[src/rtl/wb_write_arbiter.sv]
// Arbitrates the single register-file write port between the pipeline WB stage
// and late load returns, buffering loads in a 2-entry FIFO with starvation guard.
module wb_write_arbiter #(
    parameter int WORD_WIDTH     = 32,
    parameter int REG_FILE_DEPTH = 4,
    parameter int STARVE_LIMIT   = 3
) (
    input  logic                      clk,
    input  logic                      rst,
    input  logic                      wb_en,
    input  logic [REG_FILE_DEPTH-1:0] wb_dest,
    input  logic [WORD_WIDTH-1:0]     wb_value,
    input  logic                      ld_valid,
    input  logic [REG_FILE_DEPTH-1:0] ld_dest,
    input  logic [WORD_WIDTH-1:0]     ld_data,
    output logic                      ld_ready,
    output logic                      pipe_stall,
    output logic                      rf_we,
    output logic [REG_FILE_DEPTH-1:0] rf_dest,
    output logic [WORD_WIDTH-1:0]     rf_value,
    output logic [1:0]                state_dbg
);

    typedef enum logic [1:0] {
        IDLE  = 2'd0,
        PEND  = 2'd1,
        FORCE = 2'd2
    } state_t;

    localparam int CW = (STARVE_LIMIT < 1) ? 1 : $clog2(STARVE_LIMIT + 1);

    state_t                    state;
    state_t                    state_nxt;
    logic [1:0]                count;
    logic [1:0]                count_nxt;
    logic                      wr_ptr;
    logic                      rd_ptr;
    logic [CW-1:0]             starve_cnt;
    logic [CW-1:0]             starve_nxt;
    logic [REG_FILE_DEPTH-1:0] fifo_dest [2];
    logic [WORD_WIDTH-1:0]     fifo_data [2];

    logic                      ld_acc;
    logic                      push;
    logic                      pop;
    logic                      inc;
    logic                      clr;
    logic                      sel_wb;
    logic                      sel_ld;
    logic                      wr_any;
    logic [REG_FILE_DEPTH-1:0] wr_dest;
    logic [WORD_WIDTH-1:0]     wr_value;

    // Handshake: a load transfers on any cycle where ld_valid && ld_ready; ld_ready
    // depends only on the registered FIFO count, never on this cycle's pop.
    assign ld_ready   = (count < 2'd2);
    assign ld_acc     = ld_valid && ld_ready;
    assign pipe_stall = (state == FORCE);
    assign state_dbg  = state;

    always_comb begin
        push      = 1'b0;
        pop       = 1'b0;
        inc       = 1'b0;
        clr       = 1'b0;
        sel_wb    = 1'b0;
        sel_ld    = 1'b0;
        state_nxt = state;
        case (state)
            IDLE: begin
                if (wb_en) begin
                    sel_wb = 1'b1;
                    push   = ld_acc;
                end else if (ld_acc) begin
                    sel_ld = 1'b1;
                end
            end
            PEND: begin
                if (wb_en) begin
                    sel_wb = 1'b1;
                    inc    = 1'b1;
                end else begin
                    pop = 1'b1;
                    clr = 1'b1;
                end
                push = ld_acc;
            end
            FORCE: begin
                pop  = 1'b1;
                clr  = 1'b1;
                push = ld_acc;
            end
            default: ;
        endcase

        count_nxt  = count + {1'b0, push} - {1'b0, pop};
        starve_nxt = clr ? '0 : (inc ? starve_cnt + CW'(1) : starve_cnt);

        case (state)
            IDLE:    state_nxt = push ? PEND : IDLE;
            PEND: begin
                if (count_nxt == 2'd0)
                    state_nxt = IDLE;
                else if (inc && (starve_nxt >= CW'(STARVE_LIMIT)))
                    state_nxt = FORCE;
                else
                    state_nxt = PEND;
            end
            FORCE:   state_nxt = (count_nxt == 2'd0) ? IDLE : PEND;
            default: state_nxt = IDLE;
        endcase

        wr_any   = sel_wb || sel_ld || pop;
        wr_dest  = fifo_dest[rd_ptr];
        wr_value = fifo_data[rd_ptr];
        if (sel_wb) begin
            wr_dest  = wb_dest;
            wr_value = wb_value;
        end else if (sel_ld) begin
            wr_dest  = ld_dest;
            wr_value = ld_data;
        end
    end

    always_ff @(posedge clk or negedge rst) begin
        if (!rst) begin
            state      <= IDLE;
            count      <= 2'd0;
            wr_ptr     <= 1'b0;
            rd_ptr     <= 1'b0;
            starve_cnt <= '0;
            rf_we      <= 1'b0;
            rf_dest    <= '0;
            rf_value   <= '0;
        end else begin
            state      <= state_nxt;
            count      <= count_nxt;
            starve_cnt <= starve_nxt;
            if (push) wr_ptr <= ~wr_ptr;
            if (pop)  rd_ptr <= ~rd_ptr;
            rf_we <= wr_any;
            if (wr_any) begin
                rf_dest  <= wr_dest;
                rf_value <= wr_value;
            end
        end
    end

    // Storage needs no reset: entries are only read after being written.
    always_ff @(posedge clk) begin
        if (push) begin
            fifo_dest[wr_ptr] <= ld_dest;
            fifo_data[wr_ptr] <= ld_data;
        end
    end

endmodule

[config.mk]
export PLATFORM = sky130hd
export DESIGN_NAME = wb_write_arbiter
export DESIGN_NICKNAME = d
export VERILOG_FILES = /design/src/rtl/wb_write_arbiter.sv
export SDC_FILE = /design/constraint.sdc
export NUM_CORES = 1
export LEC_CHECK = 0
export ABC_AREA = 1
export ABC_CLOCK_PERIOD_IN_PS = 5710
export BUFFER_PORTS_ARGS = -buffer_cell sky130_fd_sc_hd__buf_2
export CAP_MARGIN = 30
export CORE_UTILIZATION = 45
export DETAILED_ROUTE_END_ITERATION = 8
export HOLD_SLACK_MARGIN = 0.08
export PLACE_DENSITY = 0.66
export SKIP_LAST_GASP = 1
export SYNTH_ARGS = -nofsm -noshare
export SYNTH_HDL_FRONTEND = slang
export SYNTH_SLANG_ARGS = --single-unit
[constraint.sdc]
create_clock -name clk -period 5.71 [get_ports clk]
set_clock_uncertainty 0.15 [all_clocks]
set_input_delay 0.2855 -clock clk [delete_from_list [all_inputs] [get_ports clk]]
set_output_delay 0.2855 -clock clk [all_outputs]
set_load 0.05 [all_outputs]
==> impl_metrics.tcl, run 1 <==
set metrics [dict create \
    outcome "complete, no violations" \
    routed_wl_um 12550 \
    powerDensity_nw_per_um2 536.0 \
    drv_cap 0 \
    worst_pin_slew_ns 0.7031 \
    drc_errors 0 \
    io-pin-count 117 \
    initial_utilization 0.4637 \
    route.vias.total 4476 \
    dp_hpwl_um 7699 \
    power.total_mw 3.928 \
    slew-limit-headroom 0.5306 \
    die_w_um 110.5 \
    cts_hold_buf 71 \
    ys_warn_count 0 \
    ant_nets 0 \
    fin_nets 869 \
    antenna_cells 0 \
    cp_max_fo 34 \
    fin_crit_ns 3.024 \
    synth_ff_type "edfxtp_1" \
    worstSkewPairLatency_ns 0.40 \
    synthTopCellsByCount "232 x nand2_1, 136 x nor2_1, 72 x edfxtp_1, 45 x dfrtp_1, 24 x o21ai_0" \
    hold_path_class "input pin to flop" \
    grt_pass1_wl_um 21070 \
    cp-end-kind "flop" \
    ys_types 23 \
    critPathKind "flop to flop" \
    synth_top_area_share 0.4083 \
    startpoint "state_dbg[0]" \
    finalSetupTns_ns 0 \
    cts_resized 0 \
    grt_pass1_vias 4522 \
    antenna_found_initial 0 \
    yosysSeqAreaShare 0.6210 \
    wl_per_cell_um 13.31 \
    min_period_over_period 0.5297 \
    critPathLaunchType "flop" \
    p_leak_nw 3.426 \
    fp.coreArea_um2 11420 \
    synth_top_cell_by_area "edfxtp_1" \
    dr.pass1.iters 4 \
    syn-cell-area_um2 5295 \
    yosys-top-cells-area "edfxtp_1 41%, dfrtp_1 21%, nand2_1 16%" \
    grt_max_degree 46 \
    r2r_start "state_dbg[0]" \
    via_per_inst 4.747 \
    cts_root_buf "clkbuf_16" \
    gp_congestion 0.8231 \
    post_synth.cell_area_avg_um2 8.825 \
    numCtsBuffers 17 \
    dieArea_um2 12200 \
    report.final.slew_viol_count 0 \
    postCtsSetupBuffers 0 \
    fmax_ghz 0.3306 \
    critical_path_arrival_ns 3.21 \
    die_h_um 110.5 \
    ir_worst_vdd_mv 0.2855 \
    hold_viol_final 0 \
    rsz0062_at_grt "false" \
    worst-endpoint-required_ns 5.90 \
    syn-instance-count 600 \
    cts.sink_count 117 \
    setup_viol 0 \
    fp-row-count 39 \
    synth_edf_count 72 \
    drt_iter0_markers 165 \
    grt_overflow 0 \
    yosysMostFrequentCell "nand2_1" \
    cts_tree "built" \
    hp-start "wb_value[18]" \
    syn_nets 682 \
    drive_above_1_share 0.2050 \
    synthToLayoutAreaGrowth_pct 38.40 \
    nFillCells 934 \
    cts.clk_slew.worst_paths_ns 0.05 \
    cts_max_level 4 \
    async_flop_share 0.3846 \
    grtUsageTotal 0.2190 \
    numPortBuffers 116 \
    clock_path_buffers 2 \
    ys_seq_elements 117 \
]
layer usage:
layer  vias to the layer above  part of all wire  GRT usage
li1                       2276                 -          -
met1                      2050              0.44     0.2720
met2                       122              0.49     0.3656
met3                        28             0.049    0.05708
met4                         0             0.021    0.08533
met5                         -                 0          0
final cells by class:
cell class | count | area [um2] | area share
inverter | 24 | 90.09 | 0.01229
tap | 143 | 178.9 | 0.02442
timing repair buffer | 195 | 1424 | 0.1943
multi-input combinational | 432 | 1810 | 0.2471
clock inverter | 6 | 57.56 | 0.007854
sequential | 117 | 3288 | 0.4487
clock buffer | 26 | 479.2 | 0.06539
final timing paths:
path / endpoint / slack [ns] / cells past startpoint
min reg2reg: rf_value[1] / 0.33 / 2
max in group asynchronous: rf_dest[2] / 4.62 / 3
min: rf_value[18] / 0.1 / 5
max reg2reg: rf_value[16] / 2.69 / 9
min in group asynchronous: rf_value[26] / 0.26 / 2
max: rf_value[16] / 2.69 / 9
layout by cell type, fill, tap and decap left out, drive strengths merged:
| cell | instances |
|---|---|
| o21ai | 25 |
| clkinv | 4 |
| xnor2 | 1 |
| nand4 | 2 |
| clkinvlp | 1 |
| dfrtp | 45 |
| dlygate4sd3 | 71 |
| ha | 6 |
| xor2 | 2 |
| nor2 | 136 |
| nand3 | 22 |
| a21oi | 3 |
| clkbuf | 26 |
| bufinv | 1 |
| nand2 | 233 |
| buf | 124 |
| edfxtp | 72 |
| inv | 24 |
| nor3 | 2 |
registers in the layout, indices dropped and copies added, names as in the netlist:
register,cells
count,2
fifo_data,64
fifo_dest,8
rd_ptr,1
rf_dest,4
rf_value,32
rf_we,1
starve_cnt,2
state_dbg,2
wr_ptr,1
worst max-delay path, cell delays in order (launching register included):
cell and delay, ns:
dfrtp_1 0.40, inv_1 0.12, ha_1 0.33, nand4_2 0.50, nand3_2 0.53, buf_4 0.42, inv_2 0.23, nor2_1 0.14
nand2_1 0.07, nand2_1 0.05
report_power, final:
| part | switching [mW] | leakage [nW] | internal (mW) |
|---|---|---|---|
| Combinational | 1.24 | 1.98 | 0.469 |
| Clock | 0.340 | 0.262 | 0.617 |
| Sequential | 0.102 | 1.18 | 1.16 |
| Total | 1.68 | 3.43 | 2.25 |
cells by family (layout without fill, tap and decap cells):
logic type                 count (synthesis)  count (layout)  share of synthesized area
AOI/OAI and AO/OA                         28              28                    0.02717
xor gates and xnor gates                   3               3                   0.004963
adders and majority gates                  6               6                    0.01418
buffers and inverters                     51             251                    0.04135
DFF                                      117             117                     0.6210
and+or+nand+nor                          395             395                     0.2914
through the flow:
stage | std cells | worst slack (ns) | area [um2] | hold WS [ns] | utilization
2_1_floorplan | 600 | 2.188 | 5295 | -0.1601 | -
3_3_place_gp | 836 | 2.322 | 5978 | 0.3015 | 0.5236
3_5_place_dp | 840 | 2.740 | 6081 | 0.1560 | 0.5325
4_1_cts | 943 | 2.696 | 7328 | 0.08659 | 0.6418
5_1_grt | 943 | 2.352 | 7328 | 0.1104 | 0.6418
6_report | 943 | 2.686 | 7328 | 0.09591 | 0.6418
Note: power is estimated with default switching activity, not from simulation.
==> run 2: changes to the inputs <==
Settings changed: ABC_CLOCK_PERIOD_IN_PS 5710 to 2780, PLACE_DENSITY 0.66 to 0.69.
Clock period 5.71 ns to 2.78 ns, I/O delays scaled along.
==> run 2 against run 1 <==
Sequential cell count stayed put. Clock power is 130% higher. Worst setup slack worse by 2.4 ns. Maximum frequency is 20% higher. Critical endpoint is now state_dbg[0].
==> impl_metrics.tcl, run 2 (synthesized netlist as in run 1, its figures left out) <==
set metrics [dict create \
    fmax_ghz 0.3975 \
    rsz0062_at_grt "false" \
    p_switching_mw 3.545 \
    cts_root_buf "clkbuf_16" \
    cts.sink_count 117 \
    crit_end "state_dbg[0]" \
    antenna_cells 0 \
    ant_nets 0 \
    r2r_slack_ns 0.26 \
    final_cell_mix "232 x nand2_1, 134 x nor2_1, 116 x buf_2, 75 x dlygate4sd3_1, 72 x edfxtp_1" \
    worst-endpoint-required_ns 2.93 \
    crit_path_top_delay_cell "dfrtp_1" \
    clkPwrFrac 0.263 \
    fp-row-count 39 \
    outcome "complete, no violations" \
    min_period_over_period 0.9049 \
    grt_pass1_vias 4813 \
    rr_worst_depth 14 \
    numCtsBuffers 17 \
    cts_resized 0 \
    cts_hold_buf 75 \
    dr.pass1.iters 4 \
    io-pin-count 117 \
    drive_above_1_share 0.2153 \
    critPathLaunchType "flop" \
    gp_congestion 0.7720 \
    top_register "fifo_data" \
    postCtsSetupBuffers 0 \
    reg.largest.list "fifo_data (64), rf_value (32), fifo_dest (8)" \
    hold_viol_final 0 \
    clock_path_buffers 2 \
    drt_iter0_markers 277 \
    cts_tree "built" \
    die_h_um 110.5 \
    power.internal_mw 4.763 \
    largest_reg_flops 64 \
    grt_overflow 0 \
    fp.coreArea_um2 11420 \
    setup_viol 0 \
    path_cells "inv_1, ha_1, a21oi_1, nor2_1, nand2_1, ha_1, inv_1, ha_1, inv_1, nand3_1, nand2_1, inv_1, nand2_1, nand2_1" \
    route.vias.total 4593 \
    report.final.slew_viol_count 0 \
    grt_max_degree 40 \
    drc_errors 0 \
    cts.clk_slew.worst_paths_ns 0.05 \
    fin_nets 877 \
    critPathKind "flop to flop" \
    via_per_inst 4.830 \
    synthToLayoutAreaGrowth_pct 40.12 \
    grt_pass1_wl_um 22780 \
    worstSkewPairLatency_ns 0.41 \
    p_sw_frac 0.4267 \
    powerDensity_nw_per_um2 1120 \
    cp-end-kind "flop" \
    fin_crit_ns 2.516 \
    worst_pin_slew_ns 0.7117 \
    ir_worst_vdd_mv 0.7570 \
    startpoint "state_dbg[0]" \
    cts_max_level 4 \
    timing.rr.end "state_dbg[0]" \
    dieArea_um2 12200 \
    wl_per_cell_um 14.15 \
    die_w_um 110.5 \
    final_common_cell "nand2_1" \
    dp_hpwl_um 7979 \
    routed_wl_um 13460 \
    drv_cap 0 \
    antenna_found_initial 0 \
    cpPeakStageDelay_ns 0.41 \
    r2r_start "state_dbg[0]" \
    final.setup.worst_slack_ns 0.2644 \
    cp_max_fo 5 \
    grtUsageTotal 0.2378 \
    p_comb_frac 0.423 \
    slew-limit-headroom 0.5249 \
    seqPwrFrac 0.314 \
    numPortBuffers 116 \
    p_leak_nw 3.475 \
    hold_path_class "input pin to asynchronous set/reset pin" \
    initial_utilization 0.4637 \
    power.total_mw 8.309 \
    critical_path_arrival_ns 2.66 \
    post-place-ws_ns 0.2664 \
]
==> run 2: power by group through the flow <==
stage / registers (mW) / logic, mW / clock network (mW)
4_1_cts: 2.60 / 3.53 / 2.22
3_5_place_dp: 2.62 / 3.44 / 0
6_report: 2.61 / 3.52 / 2.18
3_3_place_gp: 2.61 / 3.37 / 0
5_1_grt: 2.65 / 3.89 / 2.30
2_1_floorplan: 3.59 / 1.61 / 0
==> run 2: critical path, delay by kind of cell (launching register included) <==
kind,cells,cell delay [ns]
adders and majority gates,3,0.92
and+or+nand+nor,6,0.59
DFF,1,0.41
buffers and inverters,4,0.23
AOI/OAI and AO/OA,1,0.11
==> run 2: routing by layer <==
| metal | part of all wire | up-vias | track usage |
|---|---|---|---|
| met2 | 0.51 | 138 | 0.4112 |
| met5 | 0 | - | 0 |
| met4 | 0.024 | 0 | 0.1111 |
| met1 | 0.41 | 2138 | 0.2768 |
| li1 | - | 2293 | - |
| met3 | 0.056 | 24 | 0.05928 |
==> run 2: how the worst min path moves through the flow <==
stage / end / cells past startpoint
6_report: rf_value[26] / 2
5_1_grt: rf_value[26] / 2
4_1_cts: rf_value[26] / 2
3_5_place_dp: rf_value[26] / 1
3_3_place_gp: fifo_data[1][23] / 1
2_1_floorplan: count[0] / 0
==> run 2: through the flow <==
stage / util / cell area, um2 / hold WS, ns / TNS [ns] / instances
after CTS: 0.6498 / 7420 / 0.09821 / 0 / 951
after detailed placement: 0.5310 / 6063 / 0.0005915 / 0 / 844
after global routing: 0.6498 / 7420 / 0.1195 / 0 / 951
final: 0.6498 / 7420 / 0.08689 / 0 / 951
after global placement: 0.5293 / 6043 / 0.1900 / 0 / 843
after floorplan: - / 5300 / -0.3066 / -10.32 / 600
==> run 2: area by class of cell <==
class | count | area (um2)
multi-input cells | 432 | 1810
clock buffers | 21 | 481.7
clock inverters | 11 | 123.9
flip-flops and latches | 117 | 3288
fillers | 930 | 3999
inverters | 24 | 90.09
repair buffers | 203 | 1446
well taps | 143 | 178.9
